`src/rtl/stopwatch_key_ctrl.sv`:
```
// PS/2 set-2 scan-code decoder that drives the stopwatch up/go/clr controls.
// Optional macro STOPWATCH_CLR_PAUSE_EN: an accepted clear key also pauses the count.
module stopwatch_key_ctrl #(
  parameter logic [7:0] KEY_GO      = 8'h34,
  parameter logic [7:0] KEY_STOP    = 8'h1B,
  parameter logic [7:0] KEY_TOG     = 8'h29,
  parameter logic [7:0] KEY_CLR     = 8'h21,
  parameter logic [7:0] KEY_UP      = 8'h3C,
  parameter logic [7:0] KEY_DN      = 8'h23,
  parameter int         TIMEOUT_CYC = 1_000_000
) (
  input  logic       clk,
  input  logic       rst_n,
  input  logic       rx_done_tick,
  input  logic [7:0] rx_data,
  output logic       up,
  output logic       go,
  output logic       clr,
  output logic       seq_err
);

  localparam int CNT_W = (TIMEOUT_CYC > 1) ? $clog2(TIMEOUT_CYC) : 1;
  localparam logic [CNT_W-1:0] CNT_MAX = CNT_W'(TIMEOUT_CYC - 1);
  localparam logic [7:0] CODE_BRK = 8'hF0;
  localparam logic [7:0] CODE_EXT = 8'hE0;

  typedef enum logic [1:0] {S_IDLE, S_BRK, S_EXT, S_EXT_BRK} state_t;

  state_t           state_q;
  logic [7:0]       held_q;
  logic             held_vld_q;
  logic [CNT_W-1:0] cnt_q, cnt_d;
  logic             up_q, go_q, clr_q, seq_err_q;
  logic             in_seq, timeout;

  // The counter only runs while a prefix is pending; any byte restarts it.
  always_comb begin
    in_seq  = (state_q != S_IDLE);
    timeout = in_seq && !rx_done_tick && (cnt_q == CNT_MAX);
    cnt_d   = '0;
    if (in_seq && !rx_done_tick && !timeout) cnt_d = cnt_q + 1'b1;
  end

  always_ff @(posedge clk or negedge rst_n) begin
    if (!rst_n) begin
      state_q    <= S_IDLE;
      held_q     <= '0;
      held_vld_q <= 1'b0;
      cnt_q      <= '0;
      up_q       <= 1'b1;
      go_q       <= 1'b0;
      clr_q      <= 1'b0;
      seq_err_q  <= 1'b0;
    end else begin
      clr_q     <= 1'b0;
      seq_err_q <= 1'b0;
      cnt_q     <= cnt_d;
      if (timeout) begin
        state_q    <= S_IDLE;
        seq_err_q  <= 1'b1;
        held_vld_q <= 1'b0;
      end else if (rx_done_tick) begin
        case (state_q)
          S_IDLE: begin
            if (rx_data == CODE_BRK) begin
              state_q <= S_BRK;
            end else if (rx_data == CODE_EXT) begin
              state_q <= S_EXT;
            end else if (!(held_vld_q && (rx_data == held_q))) begin
              // New make code (typematic repeats of the held key fall through).
              held_q     <= rx_data;
              held_vld_q <= 1'b1;
              if (rx_data == KEY_GO) begin
                go_q <= 1'b1;
              end else if (rx_data == KEY_STOP) begin
                go_q <= 1'b0;
              end else if (rx_data == KEY_TOG) begin
                go_q <= ~go_q;
              end else if (rx_data == KEY_CLR) begin
                clr_q <= 1'b1;
`ifdef STOPWATCH_CLR_PAUSE_EN
                go_q  <= 1'b0;
`endif
              end else if (rx_data == KEY_UP) begin
                up_q <= 1'b1;
              end else if (rx_data == KEY_DN) begin
                up_q <= 1'b0;
              end
            end
          end
          S_BRK: begin
            state_q <= S_IDLE;
            if (rx_data == held_q) held_vld_q <= 1'b0;
          end
          S_EXT: begin
            state_q <= (rx_data == CODE_BRK) ? S_EXT_BRK : S_IDLE;
          end
          default: begin
            state_q <= S_IDLE;
          end
        endcase
      end
    end
  end

  assign up      = up_q;
  assign go      = go_q;
  assign clr     = clr_q;
  assign seq_err = seq_err_q;

endmodule

```
`config.mk`:
```
export PLATFORM = sky130hd
export DESIGN_NAME = stopwatch_key_ctrl
export DESIGN_NICKNAME = d
export VERILOG_FILES = /design/src/rtl/stopwatch_key_ctrl.sv
export SDC_FILE = /design/constraint.sdc
export NUM_CORES = 1
export LEC_CHECK = 0
export CAP_MARGIN = 5
export CORE_MARGIN = 3
export CORE_UTILIZATION = 55
export DETAILED_ROUTE_END_ITERATION = 10
export PLACE_DENSITY_LB_ADDON = 0.12
export SYNTH_ARGS = -nofsm -noshare
export SYNTH_HDL_FRONTEND = slang
export SYNTH_SLANG_ARGS = --single-unit
```
`constraint.sdc`:
```
create_clock -name clk -period 2.3 [get_ports clk]
set_input_delay 0.575 -clock clk [delete_from_list [all_inputs] [get_ports clk]]
set_output_delay 0.575 -clock clk [all_outputs]
set_load 0.02 [all_outputs]
```
==> impl_summary.md <==
STA
Final hold analysis gives a worst-case slack of 496.3 ps. The achievable clock frequency is 0.4782 GHz. The total count of hold-check failures in the final report was 0. In the final timing run, aggregate negative setup slack is 0 ps. The routed design could run at a clock period as short as 2091 ps. At the pin with the least slew margin, the transition time is 500.1 ps. The number of failing setup endpoints in the final timing report is 0. The worst pin sits at a relative slew slack of 66.66%.

On the final layout, the worst clock skew is 12.56 ps. Setup repair after global routing left no endpoint under its margin. The post-route clock period utilization is 90.92%.

The number of max-slew violations in the final report is 0.

Global route
The routing usage on met1 is 22.30%. For this run, global-route usage on met2 was measured as 35.76%. The met3 demand-to-capacity share in global routing is 4.506%. Summed over all layers, the global routing overflow is 0. The pin count of the biggest net entering global routing is 36. After global routing, the most crowded layer is met2.

The initial antenna violation count was 0. The via count of the first global-routing pass is 1390. The global-route wire length before repair is 6.334 mm.

Global routing used 19.90% of the available tracks.

Critical path
The depth of the most critical reg-to-reg path is 7. The startpoint type of the worst setup path is a primary input. In this run the worst path has a maximum fanout of 13. The number of buffers and inverters on the critical path is 1. The data arrival at the endpoint of the critical path is 2340 ps. The worst reg2reg path endpoint is cnt_q[14]. Walking the worst path, the cells encountered are clkdlybuf4s50_1 > xor2_1 > nor4_4 > a31oi_4 > mux2_2. For this run, the slowest stage of the critical path takes 570 ps. The kind of cell with the highest combined delay on the critical path is buffers and inverters.

The worst setup path is captured at a flop. The setup slack of the worst register-to-register path is 500 ps. The worst-path cell with the longest stage delay is clkdlybuf4s50_1. For the worst setup path, the data required time is 2540 ps. The worst setup path is of the in -> reg kind.

The worst flop-to-flop path startpoint is cnt_q[0].

Logic synthesis
Counting every instance in the synthesized netlist gives 181. The number of synthesized flops with an enable pin is 0. The number of different library cells in the post-synthesis netlist is 42. Summing the areas of all xor and xnor instances in the mapped netlist gives 12.38% of the synthesized area. The Yosys step of the flow raised 0 warnings. Sequential cells were found to cover 46.15% of the synthesized design area.

The synthesized netlist occupies a cell area of 1901 µm². The top cell type by area accounts for 44.77% of the synthesized area. The main combinational cell family by area after synthesis is simple AND/OR/NAND/NOR gates.

The commonest cells after synthesis are dfrtp_1 (34), nor2_1 (26), xnor2_1 (13). The compound-cell area share of the yosys netlist is 6.978%. The most used flip-flop cell after synthesis is dfrtp_1. Summing the areas of all fa, ha and maj instances in the mapped netlist gives 0.6583% of the synthesized area. Yosys instantiated no cell more often than dfrtp_1. The fraction of synthesized area in multiplexers is 6.254%. The number of nets in the synthesized netlist is 193. After Yosys synthesis, and, or, nand and nor cells account for 24.42% of the synthesized area.

After synthesis the netlist holds a flip-flop and latch count of 35. The fraction of synthesis flops using an asynchronous set or reset pin is 100.0%. dfrtp_1 takes more of the synthesized area than any other cell. A synthesized cell averages 10.50 µm². Ranked by total cell area, the synthesized netlist is headed by dfrtp_1 (45%), xnor2_1 (6.0%), xor2_1 (5.5%), nor2_1 (5.1%), mux2_4 (3.9%).

Place
The placer's final routability congestion estimate is 0.8288. Summing all placed instances gives a cell area of 2145 µm². Buffers placed on the I/O ports in this run total 14.

After legalization and detailed placement, the total HPWL measured 2.633 mm.

Final layout
The number of antenna diodes in the final layout is 0. The register area is 877.1 µm². Of the cells placed in the final design, the portion with a size suffix greater than 1 is 16.27%. In the final layout, the multi-input gates occupy 963.4 µm².

After filler insertion, the fill cell instance count of the layout stands at 250. The final layout contains 220 nets. Relative to the synthesized area, the layout overhead comes to 15.47%. The final instance area is 2195 µm². For this run, the share of the core covered by cells in the final layout is 69.06%.

CTS
The cell sitting at the root of the clock tree is a clkbuf_4. The clock slew seen by the registers of the worst setup and hold paths is 100 ps. CTS saw 35 sinks. The clock latency on the worst-skew pair is 350 ps. The H-tree generated during clock tree synthesis spans 2 levels. The number of buffers created by CTS is 5. TritonCTS built the clock tree.

In this run, post-CTS hold repair placed 0 buffers. The clock passes through at most 2 buffers. The number of buffers inserted to repair setup after CTS is 0. The number of gates resized after cts is 0.

Flow run
The tool flagged a number of max-cap violations equal to 0.

Pwr
The peak supply drop is 349.1 µV. In this run the static leakage power is 0.9106 nW. The power density over cell area is 524.4 nW/µm².

Drt
The total wire length after detailed routing is 3.659 mm. Dividing the detail-routed wire length by the instance count gives 14.46 µm. In the routed design, unresolved DRC markers number 0. The count of routing violations after the opening detailed-route iteration is 111. Using the TritonRoute via totals, the vias-per-cell ratio works out to 5.581. For this run, the detailed router's first-pass iteration total came to 4. The routed via count is 1412. The antenna violation net count after detailed routing is 0.

Floorplan
The region available for standard cell placement spans 3178 µm². The boundary pin count is 15. The floorplan step defined a die boundary enclosing 4197 µm². The initial cell density of the core is 59.80%.

The placement row count is 20. The floorplan step set the die height to 64.79 µm. From left edge to right edge, the die measures 64.79 µm.

Min path
The class of the most critical hold timing path is reg -> reg. The start point of the worst hold path is cnt_q[0]. The capture endpoint of the worst hold path is cnt_q[0].

Counting instances, the worst hold path has a depth of 1.

Run status
The flow ran to the end, and the final reports show no timing, DRC or antenna violations.
==> worst register-to-register path, stage by stage (launching register included) <==
cell and delay (ps):
dfrtp_1 400, ha_1 200, and3_1 250, and3_1 230, nand4_1 180, nand2_1 120
buf_4 220, nor2_1 80
==> cell type report <==
| type | instances | area share, % |
|---|---|---|
| clock buffer | 7 | 2.052 |
| clock inverter | 1 | 0.2281 |
| inverter | 5 | 0.8552 |
| multi-input combinational | 135 | 43.90 |
| sequential | 35 | 39.97 |
| tap | 44 | 2.509 |
| timing repair buffer | 26 | 10.49 |
==> placed cells by master, fill, tap and decap left out, drive strengths merged, types with 3 or more instances in the layout <==
cell type	n
nor2	26
dfrtp	34
clkbuf	7
mux2	8
nor3	8
xor2	13
clkdlybuf4s50	14
nor2b	3
buf	12
nand2	11
nand3	5
inv	5
xnor2	13
and3	9
nor4	3
nand4	7
o21ai	4
==> metrics by stage <==
step	power, mW	setup WS, ps	std cells
final	1.151	208.9	253
after global routing	1.214	124.3	253
after CTS	1.162	199.4	253
after detailed placement	0.8388	-177.1	245
after global placement	0.8332	-96.77	245
after floorplan	0.7689	371.2	181
==> registers in the layout, indices dropped and copies added, names as in the netlist <==
| signal | cells |
|---|---|
| cnt_q | 20 |
| held_vld_q | 1 |
| held_q | 8 |
| clr | 1 |
| up | 1 |
| seq_err | 1 |
| state_q | 2 |
| go | 1 |
==> worst max path at each step <==
stage / startpoint / cells after the start / slack (ps) / endpoint
3_5_place_dp: rx_data[2] / 5 / -180 / held_q[2]
4_1_cts: rx_data[2] / 5 / 200 / held_q[2]
5_1_grt: rx_data[2] / 5 / 120 / held_q[2]
3_3_place_gp: rx_data[2] / 5 / -100 / held_q[0]
2_1_floorplan: rx_data[1] / 6 / 370 / held_q[3]
6_report: rx_data[2] / 5 / 210 / held_q[2]
==> power by group <==
part | internal [mW] | switching, mW | leakage, nW
sequential | 0.638 | 0.0185 | 0.463
clock | 0.119 | 0.206 | 0.0293
combinational | 0.0862 | 0.0834 | 0.418
==> logic make-up after synthesis <==
family | after synthesis
xor gates and xnor gates | 26
DFF | 35
buffers and inverters | 11
adders and majority gates | 1
AOI/OAI and AO/OA | 16
muxes | 9
and+or+nand+nor | 83
==> layer usage <==
layer | up-vias | share of wire, %
li1 | 688 | -
met1 | 691 | 43
met2 | 26 | 52
met3 | 7 | 3.9
met4 | 0 | 1.9
met5 | - | 0
Power figures use the tool's default switching activity.
